<file path="src/rtl/fixed_to_float.sv">
// fixed_to_float: sequential 32-bit two's-complement fixed point to IEEE-754
// single-precision converter with a START/BUSY/DONE handshake.
// Normalization shifts W left by one bit per clock and decrements the exponent
// on each shift.
// Build option: define FIX2FLT_ROUND_EN for round-to-nearest-even; leave it
// undefined for truncation. Latency is the same in both builds.
//
// state | meaning
// IDLE  | waiting for start; result held on float
// NORM  | shifting W until its leading one sits at bit 30
// PACK  | assembling sign/exponent/mantissa and registering float
module fixed_to_float #(
  parameter int FRAC = 30
) (
  input  logic        clk,
  input  logic        rst,
  input  logic        start,
  input  logic [31:0] fixed,
  output logic        busy,
  output logic        done,
  output logic [31:0] float
);

  typedef enum logic [1:0] {IDLE, NORM, PACK} state_t;

  // Bias 127 plus the 30-bit position that bit 30 of W represents.
  localparam logic [7:0] EXP_INIT = 8'(127 + 30 - FRAC);

  state_t      state, state_nxt;
  logic [31:0] w, w_nxt;
  logic [7:0]  e, e_nxt;
  logic        sign, sign_nxt;
  logic        zero, zero_nxt;
  logic        done_nxt;
  logic [31:0] float_nxt;

  logic [22:0] mant;
  logic [7:0]  e_fin;

`ifdef FIX2FLT_ROUND_EN
  logic        guard;
  logic        sticky;
  logic        round_up;
  logic [23:0] mant_sum;

  // Round to nearest even; a carry out of the mantissa bumps the exponent.
  always_comb begin
    guard    = w[6];
    sticky   = |w[5:0];
    round_up = guard & (sticky | w[7]);
    mant_sum = {1'b0, w[29:7]} + {23'd0, round_up};
    mant     = mant_sum[22:0];
    e_fin    = mant_sum[23] ? e + 8'd1 : e;
  end
`else
  // Truncation: the bits below the mantissa are simply dropped.
  always_comb begin
    mant  = w[29:7];
    e_fin = e;
  end
`endif

  // Next-state and datapath updates; everything holds unless a state acts.
  always_comb begin
    state_nxt = state;
    w_nxt     = w;
    e_nxt     = e;
    sign_nxt  = sign;
    zero_nxt  = zero;
    done_nxt  = 1'b0;
    float_nxt = float;
    case (state)
      IDLE: begin
        if (start) begin
          sign_nxt  = fixed[31];
          // Negating 0x80000000 wraps back to itself, which is the magnitude we want.
          w_nxt     = fixed[31] ? (~fixed + 32'd1) : fixed;
          e_nxt     = EXP_INIT;
          zero_nxt  = 1'b0;
          state_nxt = NORM;
        end
      end
      NORM: begin
        if (w == 32'd0) begin
          zero_nxt  = 1'b1;
          state_nxt = PACK;
        end else if (w[31]) begin
          // Only reachable for the most negative input.
          w_nxt     = {1'b0, w[31:1]};
          e_nxt     = e + 8'd1;
          state_nxt = PACK;
        end else if (w[30]) begin
          state_nxt = PACK;
        end else begin
          w_nxt = {w[30:0], 1'b0};
          e_nxt = e - 8'd1;
        end
      end
      PACK: begin
        float_nxt = zero ? 32'd0 : {sign, e_fin, mant};
        done_nxt  = 1'b1;
        state_nxt = IDLE;
      end
      default: state_nxt = IDLE;
    endcase
  end

  // State, datapath and output registers; reset discards any conversion in flight.
  always_ff @(posedge clk or negedge rst) begin
    if (!rst) begin
      state <= IDLE;
      w     <= 32'd0;
      e     <= 8'd0;
      sign  <= 1'b0;
      zero  <= 1'b0;
      done  <= 1'b0;
      float <= 32'd0;
    end else begin
      state <= state_nxt;
      w     <= w_nxt;
      e     <= e_nxt;
      sign  <= sign_nxt;
      zero  <= zero_nxt;
      done  <= done_nxt;
      float <= float_nxt;
    end
  end

  assign busy = (state != IDLE);

endmodule

</file>
<file path="config.mk">
export PLATFORM = sky130hd
export DESIGN_NAME = fixed_to_float
export DESIGN_NICKNAME = d
export VERILOG_FILES = /design/src/rtl/fixed_to_float.sv
export SDC_FILE = /design/constraint.sdc
export NUM_CORES = 1
export LEC_CHECK = 0
export ABC_AREA = 1
export CORE_UTILIZATION = 50
export DETAILED_ROUTE_END_ITERATION = 10
export PLACE_DENSITY_LB_ADDON = 0.3
export SETUP_SLACK_MARGIN = 0.2
export SYNTH_ARGS = -nofsm -noshare
export SYNTH_HDL_FRONTEND = slang
export SYNTH_SLANG_ARGS = --single-unit
</file>
<file path="constraint.sdc">
create_clock -name clk -period 2 [get_ports clk]
set_input_delay 0.4 -clock clk [delete_from_list [all_inputs] [get_ports clk]]
set_output_delay 0.4 -clock clk [all_outputs]
set_load 0.01 [all_outputs]
</file>
# Yosys cells after proc, flatten, opt, wreduce, memory -nomap -nowiden

Index checks and enable logic that the tools add are counted.

Word-level logic and storage cells: 49
Bits of input ports: 35
Output and inout bits: 34
Bits in registers: 77

Reductions and logical operators: 9
Equality and inequality tests: 7
$add $sub $neg: 3
Muxes and demuxes: 21
Bitwise logic cells: 1

Operator list:

| cell                                                                | number |
|---|---|
| 32-bit 2-to-1 mux                                                   | 4 |
| 32-bit case mux with 2 select lines                                 | 1 |
| 31-bit 2-to-1 mux                                                   | 2 |
| 32-bit by 1-bit adder with 32-bit output (second input constant)    | 1 |
| 32-bit logical NOT                                                  | 1 |
| 8-bit 2-to-1 mux                                                    | 4 |
| 32-bit NOT                                                          | 1 |
| 8-bit case mux with 2 select lines                                  | 1 |
| 8-bit by 1-bit adder with 8-bit output (second input constant)      | 1 |
| 2-bit 2-to-1 mux                                                    | 4 |
| 8-bit by 1-bit subtractor with 8-bit output (second input constant) | 1 |
| 2-bit != test (second input constant)                               | 3 |
| 3-bit AND reduction                                                 | 2 |
| 4-bit != test (second input constant)                               | 1 |
| 2-bit case mux with 2 select lines                                  | 1 |
| 2-bit AND reduction                                                 | 2 |
| 4-bit AND reduction                                                 | 1 |
| 2-bit nonzero test                                                  | 2 |
| 1-bit 2-to-1 mux                                                    | 3 |
| 3-bit != test (second input constant)                               | 1 |
| 2-bit by 1-bit == test with 1-bit output (second input constant)    | 1 |
| 2-bit == test (second input constant)                               | 1 |
| 2-bit logical NOT                                                   | 1 |
| 1-bit case mux with 2 select lines                                  | 1 |

# Longest topological paths before layout

Word-level depth: 5
Depth in mapped cells: 12
Mapped depth without buffers: 12

# Worst setup path after synthesis

OpenSTA, ideal clock, no wires.

Path kind: reg-to-reg
Start: reg w[31]
End: reg e[5]
Stages on the path, launching flop included: 12
Data required time: 1935 ps
Data arrival time: 2090 ps
Buffers on the path: 2
Path slack: -154 ps
Clock period less this slack: 2154 ps
Setup time: 65 ps
Cell sequence: dfrtp_1 > buf_2 > inv_1 > buf_2 > ha_1 > a21oi_1 > nand2_1 > a21o_1 > or2_2 > nand3_1 > nand2_1 > nand2_1

Longest elaborated chain between the ends: 3
Elaborated cells between the ends (all ways): 7
Classes of those cells: eq/ne (2); mux (3); reduce/logical (2)

RTL lines:

| element                                                                                    | RTL line | RTL |
|---|---|---|
| start, declared                                                                            | 30       | `logic [31:0] w, w_nxt;` |
| start signal, assigned                                                                     | 120      | `w <= w_nxt;` |
| 32-bit logical NOT or 8-bit 2-to-1 mux (tied branches)                                     | 84, 87   |  |
| 2-bit != test (no source line) or 8-bit 2-to-1 mux (tied branches)                         | n/a      |  |
| 4-bit AND reduction (no source line) or 8-bit case mux with 2 select lines (tied branches) | n/a      |  |
| end signal, assigned                                                                       | 121      | `e <= e_nxt;` |
| end, declared                                                                              | 31       | `logic [7:0] e, e_nxt;` |

Several ways; a longest one is shown, not always the timed one. The select of a mux whose other input is x is not followed.
A chain may end at the register's enable or synchronous reset.

# Final worst setup path

Ends and elaborated chain as after synthesis.

==> summary.md <==
| Metric | Value |
|---|---|
| Most common cell after layout, fill and taps aside | `nand2_1` |
| CTS H-tree lvls | `3` |
| Minimum clock period | `roughly 1.8 ns` |
| Worst Clk Skew | `roughly 0.012 ns` |
| Sequential power share | `between 30% and 40%` |
| Critical Path Slowest Stage Cell | `dfrtp_2` |
| Relative slew slack | `a little under three fifths` |
| Routed wire length | `roughly 13000 um` |
| Synthesized flop and latch total | `77` |
| Layout Nets | `just under 900` |
| Via count | `roughly 5.2k` |
| Leakage Power | `3.215 nW` |
| TritonRoute pass-1 iters | `7` |
| Slew Limit Fails | `0` |
| Status | `completed` |
| Post-Synthesis Cell Area | `roughly 0.0051 sq mm` |
| Post-route setup slack | `between 0.2 and 0.25 ns` |
| Layout cell share with drive strength beyond 1 | `between 10% and 20%` |
| Psw | `between 3 and 4 mW` |
| Die area | `~0.011 sq mm` |
| Initial antenna violation count | `0` |
| Worst EP required | `about 2.3 ns` |
| Area Overhead vs Synth | `30.56%` |
| Pin count of the biggest net entering global routing | `49` |
| Hold Vio Cnt, Final | `0` |
| Hold Slack | `between 0.4 and 0.5 ns` |
| Synth cell types | `37` |
| Fmax | `558.4 MHz` |
| Post-synthesis sequential area ratio | `a little under two fifths` |
| Crit path cell chain | `buf_6 -> inv_8 -> ha_4 -> a21oi_2 -> nand2_2 -> a21o_1 -> or2_4 -> nand3_2 -> nand2_1 -> nand2_1` |
| Worst path max stage delay | `0.46 ns` |
| Clock Tree Root | `clkbuf_8` |
| GRT Util Overall | `27.09%` |
| Slew at the pin closest to its max-slew limit | `0.6356 ns` |
| Async SR Flop Fraction | `100.0%` |
| TritonCTS clock tree | `built` |
| Largest cells by area after synthesis | `dfrtp_1 38%, nand2_1 18%, nand3_1 6.7%` |
| PD cells | `~1400 mW/mm^2` |
| Yosys warns | `0` |
| Overall power | `between 9 and 10 mW` |
| Number of I/O port buffers | `68` |
| Most frequent cells in the layout | `237 x nand2_1, 77 x nor2_1, 75 x dfrtp_1, 65 x nand3_1, 65 x clkdlybuf4s50_1` |
| Worst r2r path cells | `10` |
| First-pass GRT wire length | `~22000 um` |
| Clock Latency Late Sink | `approximately 0.37 ns` |
| CP Class | `flop to flop` |
| Multi-input combinational cell area | `approximately 0.0029 sq mm` |
| Worst IR drop on VDD | `~550 uV` |
| Drt wl/cell | `about 14 um` |
| Min-delay worst type | `primary input to async pin` |
| DRT iter0 DRCs | `between 300 and 400` |
| Final-report setup violation count | `0` |
| Die Ht | `roughly 100 um` |
| Worst Path Max Fanout | `8` |
| Num CTS Buffers | `9` |
| Most common cell on crit path | `nand2_1` |
| ANT cells | `0` |
| Fill count | `between 800 and 900` |
| Ys flop type | `dfrtp_1` |
| Synth area leader | `dfrtp_1` |
| Post-DR vias/cell | `between 5 and 6` |
| Syn_area_per_cell | `between 6 and 7 sq um` |
| DP Wirelength | `between 9000 and 10000 um` |
| Crit path DAT | `2.10 ns` |
| Register area | `just under 0.002 sq mm` |
| Unrepaired setup endpoints after global routing | `true` |
| Pre-CTS setup slack | `-0.1198 ns` |
| Ports | `69` |
| Number of synthesized flops with an enable pin | `0` |
| CTS clk-pin slew, worst paths | `0.09 ns` |
| Yosys top cell area share | `between 30% and 40%` |
| Drt drc | `0` |
| CTS max path bufs | `2` |
| Initial core utilization | `between 50% and 60%` |
| Final Wtd Congestion | `between 0.8 and 0.9` |
| Critical path launch point type | `flop` |
| Overflow after GRT | `0` |
| Number of core rows | `36` |
| Final period util | `between 80% and 90%` |
| Net Sw Frac | `a little over two fifths` |
| Clock power share | `between 10% and 20%` |
| Post-Syn Instances | `745` |
| P_int | `about 5.1 mW` |
| Number of max-cap violations | `0` |
| Comb power frac | `between 50 and 60%` |
| Setup crit end kind | `flop` |
| Detail Route Antenna Nets | `0` |
| Vias in the first global route | `~4.8k` |
| Sinks on Clock Net | `77` |
| Chip Width | `just over 100 um` |
| Syn Nets | `around 790` |
| Core ar. | `approximately 0.0098 sq mm` |
## per-layer routing
layer / wire length [um] / vias up / global-route usage, %
met4: 208 / 0 / 10.29
met3: 882 / 15 / 3.051
met5: 0 / - / 0
met1: 6233 / 2373 / 37.70
met2: 6125 / 199 / 43.44
li1: - / 2635 / -
## flip-flops by register name, indices dropped and copies added, names as in the netlist
register and flops:
e 8, zero 1, sign 1, w 32, float 32, state 2
done 1
## cell usage after synthesis, drive strengths merged, types with 7 or more instances
cell / n
dfrtp: 77
nor2: 86
o22ai: 12
xor2: 8
a21oi: 27
nand2: 255
xnor2: 7
ha: 7
inv: 59
clkbuf: 16
nand3: 69
nand4: 8
buf: 18
o21ai: 70
## final timing paths
kind | from | to | slack [ns]
worst max-delay path | w[31] | e[5] | 0.21
worst min-delay path | rst | e[6] | 0.45
worst min register to register | zero | zero | 0.48
max in group asynchronous | rst | w[7] | 0.93
worst max register to register | w[31] | e[5] | 0.21
min in group clk | zero | zero | 0.48
## power by group through the flow
stage                     Clock (mW)  Combinational [mW]  Sequential (mW)
final                           1.33                4.83             2.94
after global routing            1.40                5.46             3.02
after floorplan                    0                3.05             2.93
after CTS                       1.34                4.63             2.91
after global placement             0                4.42             2.90
after detailed placement           0                4.57             2.94
## cells by family (layout without fill, tap and decap cells)
family                   count (synthesis)  count (layout)  synth area share [%]
AO/OA/AOI/OAI                          121             121                 13.59
XOR/XNOR                                15              15                 2.576
adder cells (fa/ha/maj)                  8               8                 2.109
buffers and inverters                   93             203                 8.143
flip-flops                              77              77                 37.77
multiplexers                             3               3                0.5887
AND/OR/NAND/NOR                        428             428                 35.22
## worst max-delay path, delay by kind of cell (launching register included)
family                   cells  cell delay [ns]
AO/OA/AOI/OAI                2             0.33
buffers and inverters        2             0.25
flip-flops                   1             0.46
AND/OR/NAND/NOR              5             0.45
adder cells (fa/ha/maj)      1             0.23
## repair_timing
action,in CTS,in global routing
hold endpoints to repair,16,0
hold buffers,1,0
endpoints found under the setup margin,7,65
buffers inserted,2,2
gates resized for setup,5,33
pin swaps,0,2
## area by class of cell
type | count | area share [%]
well taps | 133 | 2.499
flip-flops and latches | 77 | 28.97
inverters | 59 | 3.513
repair buffers | 128 | 17.98
multi-input cells | 575 | 43.68
clock inverters | 6 | 1.296
clock buffers | 10 | 2.067
## through the flow
stage | util [%] | area (sq um) | std cells | TNS (ns)
floorplan | - | 5189 | 745 | 0
global placement | 63.86 | 6271 | 967 | -0.1451
detailed placement | 63.86 | 6271 | 967 | -0.9025
CTS | 66.49 | 6529 | 986 | 0
global route | 67.83 | 6660 | 988 | 0
finish | 67.83 | 6660 | 988 | 0
No activity file was read; power rests on OpenSTA's default activity.
